==> config.mk <==
export PLATFORM = sky130hd
export DESIGN_NAME = apb4_mst_bridge
export DESIGN_NICKNAME = d
export VERILOG_FILES = /design/src/rtl/apb4_mst_pkg.sv /design/src/rtl/apb4_mst_tmo.sv /design/src/rtl/dffr.sv /design/src/rtl/apb4_mst_bridge.sv
export SDC_FILE = /design/constraint.sdc
export NUM_CORES = 1
export LEC_CHECK = 0
export BUFFER_PORTS_ARGS = -buffer_cell sky130_fd_sc_hd__buf_2
export CORE_MARGIN = 4
export CORE_UTILIZATION = 40
export DETAILED_ROUTE_END_ITERATION = 8
export PLACE_DENSITY = 0.71
export SLEW_MARGIN = 10
export SYNTH_ARGS = -nofsm -noshare
export SYNTH_HDL_FRONTEND = slang
export SYNTH_SLANG_ARGS = --single-unit
==> constraint.sdc <==
create_clock -name pclk -period 3.7 [get_ports pclk]
set_input_delay 0 -clock pclk [delete_from_list [all_inputs] [get_ports pclk]]
set_output_delay 0 -clock pclk [all_outputs]
set_load 0.01 [all_outputs]
==> src/rtl/apb4_mst_pkg.sv <==
// Shared types and constants for the APB4 requester bridge.
package apb4_mst_pkg;

  typedef enum logic [1:0] {
    IDLE   = 2'd0,
    SETUP  = 2'd1,
    ACCESS = 2'd2,
    RESP   = 2'd3
  } state_t;

  localparam logic [2:0] APB_PROT_DEFAULT = 3'b000;

endpackage

==> src/rtl/apb4_mst_tmo.sv <==
// PREADY stall counter: cleared before each ACCESS phase, flags expiry on the
// stalled ACCESS cycle that reaches TIMEOUT_CYCLES. TIMEOUT_CYCLES=0 never expires.
module apb4_mst_tmo #(
  parameter int TIMEOUT_CYCLES = 255
) (
  input  logic clk,
  input  logic rst_n,
  input  logic clr,
  input  logic en,
  output logic expire
);

  localparam int CNT_W = (TIMEOUT_CYCLES > 0) ? $clog2(TIMEOUT_CYCLES + 1) : 1;
  localparam bit ENABLED = (TIMEOUT_CYCLES != 0);
  // Count holds the stalls already seen, so expiry fires when the current stall is the last allowed one.
  localparam logic [CNT_W-1:0] LAST = (TIMEOUT_CYCLES > 0) ? CNT_W'(TIMEOUT_CYCLES - 1) : '0;

  logic [CNT_W-1:0] cnt;

  always_ff @(posedge clk or negedge rst_n) begin
    if (!rst_n)              cnt <= '0;
    else if (clr)            cnt <= '0;
    else if (en && ENABLED)  cnt <= cnt + CNT_W'(1);
  end

  assign expire = ENABLED && en && (cnt == LAST);

endmodule

==> src/rtl/dffr.sv <==
// Register-library primitive: enabled D flip-flop with asynchronous active-low reset.
module dffr #(
  parameter int           W       = 1,
  parameter logic [W-1:0] RST_VAL = '0
) (
  input  logic         clk,
  input  logic         rst_n,
  input  logic         en,
  input  logic [W-1:0] d,
  output logic [W-1:0] q
);

  always_ff @(posedge clk or negedge rst_n) begin
    if (!rst_n)  q <= RST_VAL;
    else if (en) q <= d;
  end

endmodule

==> src/rtl/apb4_mst_bridge.sv <==
// Single-outstanding APB4 initiator: valid/ready command in, SETUP/ACCESS on the
// bus, captured read data / error / timeout out on a valid/ready response channel.
module apb4_mst_bridge
  import apb4_mst_pkg::*;
#(
  parameter int ADDR_WIDTH     = 32,
  parameter int DATA_WIDTH     = 32,
  parameter int TIMEOUT_CYCLES = 255
) (
  input  logic                    pclk,
  input  logic                    presetn,
  input  logic                    req_valid_i,
  output logic                    req_ready_o,
  input  logic [ADDR_WIDTH-1:0]   req_addr_i,
  input  logic                    req_write_i,
  input  logic [DATA_WIDTH-1:0]   req_wdata_i,
  input  logic [DATA_WIDTH/8-1:0] req_strb_i,
  input  logic [2:0]              req_prot_i,
  output logic                    rsp_valid_o,
  input  logic                    rsp_ready_i,
  output logic [DATA_WIDTH-1:0]   rsp_rdata_o,
  output logic                    rsp_err_o,
  output logic                    rsp_timeout_o,
  output logic [ADDR_WIDTH-1:0]   paddr,
  output logic [2:0]              pprot,
  output logic                    psel,
  output logic                    penable,
  output logic                    pwrite,
  output logic [DATA_WIDTH-1:0]   pwdata,
  output logic [DATA_WIDTH/8-1:0] pstrb,
  input  logic                    pready,
  input  logic [DATA_WIDTH-1:0]   prdata,
  input  logic                    pslverr
);

  localparam int STRB_W = DATA_WIDTH / 8;
  localparam int CMD_W  = ADDR_WIDTH + 1 + DATA_WIDTH + STRB_W;
  localparam int RSP_W  = DATA_WIDTH + 2;

  state_t            state_q, state_d;
  logic [1:0]        state_raw;
  logic              accept, done, expire;
  logic [CMD_W-1:0]  cmd_d, cmd_q;
  logic [RSP_W-1:0]  rsp_d, rsp_q;

  dffr #(.W(2)) u_state_reg (
    .clk(pclk), .rst_n(presetn), .en(1'b1), .d(state_d), .q(state_raw)
  );
  assign state_q = state_t'(state_raw);

  always_comb begin
    state_d = state_q;
    case (state_q)
      IDLE:    if (req_valid_i)      state_d = SETUP;
      SETUP:                         state_d = ACCESS;
      ACCESS:  if (pready || expire) state_d = RESP;
      RESP:    if (rsp_ready_i)      state_d = IDLE;
      default:                       state_d = IDLE;
    endcase
  end

  always_comb begin
    req_ready_o = (state_q == IDLE);
    psel        = (state_q == SETUP) || (state_q == ACCESS);
    penable     = (state_q == ACCESS);
    rsp_valid_o = (state_q == RESP);
  end

  assign accept = req_valid_i && (state_q == IDLE);
  assign done   = (state_q == ACCESS) && (pready || expire);

  // Reads drive zero data and strobes onto the bus, so mask them at capture time.
  assign cmd_d = {req_addr_i, req_write_i,
                  req_write_i ? req_wdata_i : '0,
                  req_write_i ? req_strb_i  : '0};

  dffr #(.W(CMD_W)) u_cmd_reg (
    .clk(pclk), .rst_n(presetn), .en(accept), .d(cmd_d), .q(cmd_q)
  );
  assign {paddr, pwrite, pwdata, pstrb} = cmd_q;

  dffr #(.W(3), .RST_VAL(APB_PROT_DEFAULT)) u_prot_reg (
    .clk(pclk), .rst_n(presetn), .en(accept), .d(req_prot_i), .q(pprot)
  );

  apb4_mst_tmo #(.TIMEOUT_CYCLES(TIMEOUT_CYCLES)) u_tmo (
    .clk   (pclk),
    .rst_n (presetn),
    .clr   (state_q == SETUP),
    .en    ((state_q == ACCESS) && !pready),
    .expire(expire)
  );

  // A real completion beats a timeout that lands in the same cycle.
  always_comb begin
    rsp_d = '0;
    if (pready) begin
      rsp_d[RSP_W-1:2] = (!pwrite && !pslverr) ? prdata : '0;
      rsp_d[1]         = pslverr;
    end else begin
      rsp_d[1:0] = 2'b11;
    end
  end

  dffr #(.W(RSP_W)) u_rsp_reg (
    .clk(pclk), .rst_n(presetn), .en(done), .d(rsp_d), .q(rsp_q)
  );
  assign {rsp_rdata_o, rsp_err_o, rsp_timeout_o} = rsp_q;

endmodule
==> parameters.txt <==
Parameter                              Value

Run status
  Status    completed

Detailed routing
  Number of remaining DRC errors    0
  Violation count after the first detailed-route iteration    279
  Count of nets left with antenna violations after detail routing    0
  Routed wirelength normalized by instance count    15.8 um
  WL final    13400 um
  Vias post-DR    4105
  Vias per cell    4.84
  Number of optimization iterations in the first detailed-route pass    4

Run
  Count of max-cap constraint violations    0

Layout
  Ratio of cells with drive above 1 in the final layout    38.1%
  Nets@finish    811
  Share of the core filled with cells in the final layout    67.1%
  Number of antenna diodes    0
  Synthesis-to-layout area growth    62.8%

Synthesis
  Nets in the synthesized netlist    485
  Synth top area cells    dfrtp_1 (64%), mux2_1 (7.0%), nand2_1 (6.2%), a22o_1 (6.2%), o21ai_0 (4.0%)
  Biggest area consumer among synthesized cells    dfrtp_1
  Most used DFF post-synth    dfrtp_1
  Post-synthesis instance total    369
  Top post-synthesis cells by count    dfrtp_1 (116), nand2_1 (75), o21ai_0 (36)
  Cell area after technology mapping    0.00453 mm2
  Proportion of register bits with asynchronous set or reset after synthesis    100%
  Synthesis warning total    0
  Proportion of netlist area held by the largest area contributor    64.1%
  Number of enable flip-flop cells after synthesis    0
  Mean instance size in the synthesized netlist    12.3 um2
  Post-synthesis sequential area ratio    64.1%
  Number of different library cells in the post-synthesis netlist    32
  Yosys reg bits    116
  Most common cell in the synthesized netlist    dfrtp_1

Worst setup path
  Kind of capture point of the worst setup path    flop
  Worst r2r path cells    6
  Arrival time of the worst setup path    2330 ps
  Highest net fanout along the worst path    94
  Startpoint of the worst-slack reg-to-reg timing path    u_state_reg.q[0]
  Setup crit start kind    flop
  Critical path start-end classification    flop to flop
  CP Data Required Time    3920 ps
  Terminus of the critical flop-to-flop path    u_cmd_reg.q[10]
  Reg2reg setup slack    1600 ps

Place
  Number of buffer cells added on primary ports    219
  Final estimated routing congestion in global placement    0.762
  Detailed placer's ending HPWL    7940 um

Power
  PD cells    753 mW/mm2
  Leakage    3.83 nW
  Max VDD drop    0.530 mV
  Post-layout power    5.55 mW

Timing
  Final clock period utilization by the worst path    56.8%
  Normalized max-slew margin    35.0%
  Sum Neg Setup Slack    0 ps
  Actual transition at the worst max-transition pin    975 ps
  Hold Worst Slack    27.6 ps
  Min cycle time layout    2100 ps
  Number of pins exceeding their max-slew limit in the final report    0
  Number of setup violations in the final report    0
  Worst Clk Skew    8.13 ps
  Setup repair after global routing missed its margin    false
  Count of final hold-check violations    0
  Fmax achieved    476 MHz

Clock tree
  Number of buffers created by CTS    17
  CTS tree    done
  Clk Latency, worst-skew pair    410 ps
  Count of instances resized after the clock tree is built    0
  Cell chosen for the clock root    clkbuf_16
  Clock edge transition at the registers on the reported setup and hold paths    50 ps
  Number of buffers on the longest clock path    2
  Number of H-tree levels    4
  Clock sink count    116

Floorplanning
  Height of the die    114 um
  Initial core utilization    41.2%
  Boundary pin count    220
  Die footprint    0.0131 mm2
  Row count    38
  Horiz. Die Dim    114 um
  Core area    0.0110 mm2

Worst hold path
  Worst min-delay path startpoint    rsp_ready_i
  Type of the tightest min-delay check    input pin to flop
  Worst Hold End    u_state_reg.q[0]
  Cell depth of the worst hold path    3

Global routing
  Remaining Overflow, GRT    0
  Vias in the first global route    4355
  Overall fraction of global-route tracks in use    21.0%
  Antenna violations before repair    0
  Maximum number of pins on one net before global-route repair    95
  Wire length of the first global-routing pass    21500 um
worst max path at each step:
stage                 endpoint        startpoint  slack, ps  cells past startpoint
5_1_grt         u_cmd_reg.q[9]  u_state_reg.q[1]       1400                      6
4_1_cts         u_cmd_reg.q[9]  u_state_reg.q[0]       1620                      6
3_5_place_dp    u_cmd_reg.q[7]  u_state_reg.q[0]       1620                      6
6_report       u_cmd_reg.q[10]  u_state_reg.q[0]       1600                      6
2_1_floorplan     u_tmo.cnt[6]  u_state_reg.q[0]       2100                      6
3_3_place_gp    u_cmd_reg.q[7]  u_state_reg.q[0]       1740                      6
timing repair:
item,4_1_cts,5_1_grt
hold buffers,106,0
hold endpoints to repair,135,0
buffers inserted,0,0
layout make-up:
| type | instances | area (um2) |
|---|---|---|
| Clock buffer | 22 | 474 |
| Inverter | 5 | 18.8 |
| Tap cell | 140 | 175 |
| Clock inverter | 10 | 105 |
| Timing Repair Buffer | 330 | 2200 |
| Multi-Input combinational cell | 225 | 1500 |
| Fill cell | 781 | 3610 |
| Sequential cell | 116 | 2900 |
flip-flops by register name (all words and copies together) (netlist names):
name and count:
u_rsp_reg.q 34, u_tmo.cnt 8, u_state_reg.q 2, u_prot_reg.q 3
u_cmd_reg.q 69
worst max-delay path, stage by stage (launching register included):
cell and delay [ps]:
dfrtp_1 410, inv_1 90, ha_1 250, nand2_4 540, buf_4 420, nand2_1 80
o21ai_0 100
per-layer routing:
layer  vias up  part of all wire [%]  global-route usage [%]
li1       1924                     -                       -
met1      1937                    39                    23.8
met2       202                    52                    35.9
met3        42                   6.5                    5.92
met4         0                   3.1                    11.0
met5         -                     0                       0
layout by cell type (no fill, tap or decap), types with 2 or more instances in the layout:
cell	netlist	layout
nor2_1	9	9
clkinv_2	0	6
and3_1	2	2
bufinv_16	0	2
nand4_1	3	3
a21oi_1	6	6
nand2_1	75	74
mux2_1	28	28
a22o_1	32	32
clkbuf_16	0	17
clkbuf_8	0	3
clkbuf_1	9	2
xnor2_1	2	2
inv_1	5	5
buf_2	7	218
buf_4	3	6
xor2_1	4	4
dlygate4sd3_1	0	106
mux2_2	9	9
clkinvlp_4	0	2
ha_1	6	6
dfrtp_1	116	116
o21ai_0	36	36
per-stage QoR:
| step | instances | setup slack [ps] | area (um2) |
|---|---|---|---|
| 2_1_floorplan | 369 | 2100 | 4530 |
| 4_1_cts | 848 | 1620 | 7370 |
| 3_3_place_gp | 710 | 1740 | 5730 |
| 5_1_grt | 848 | 1400 | 7370 |
| 6_report | 848 | 1600 | 7370 |
| 3_5_place_dp | 710 | 1620 | 5730 |
logic make-up (layout without fill, tap and decap cells):
kind of cell / Yosys count / in the layout / synth area share [%]
adders and majority gates: 6 / 6 / 1.66
muxes: 37 / 37 / 9.20
and+or+nand+nor: 98 / 98 / 9.09
DFF: 116 / 116 / 64.1
xor gates and xnor gates: 6 / 6 / 1.16
buffers and inverters: 28 / 367 / 3.26
AOI/OAI and AO/OA: 78 / 78 / 11.5
power breakdown:
group	switching [mW]	internal, mW
clock	0.540	1.03
sequential	0.299	1.81
combinational	0.994	0.879
(Power assumes the default switching activity.)
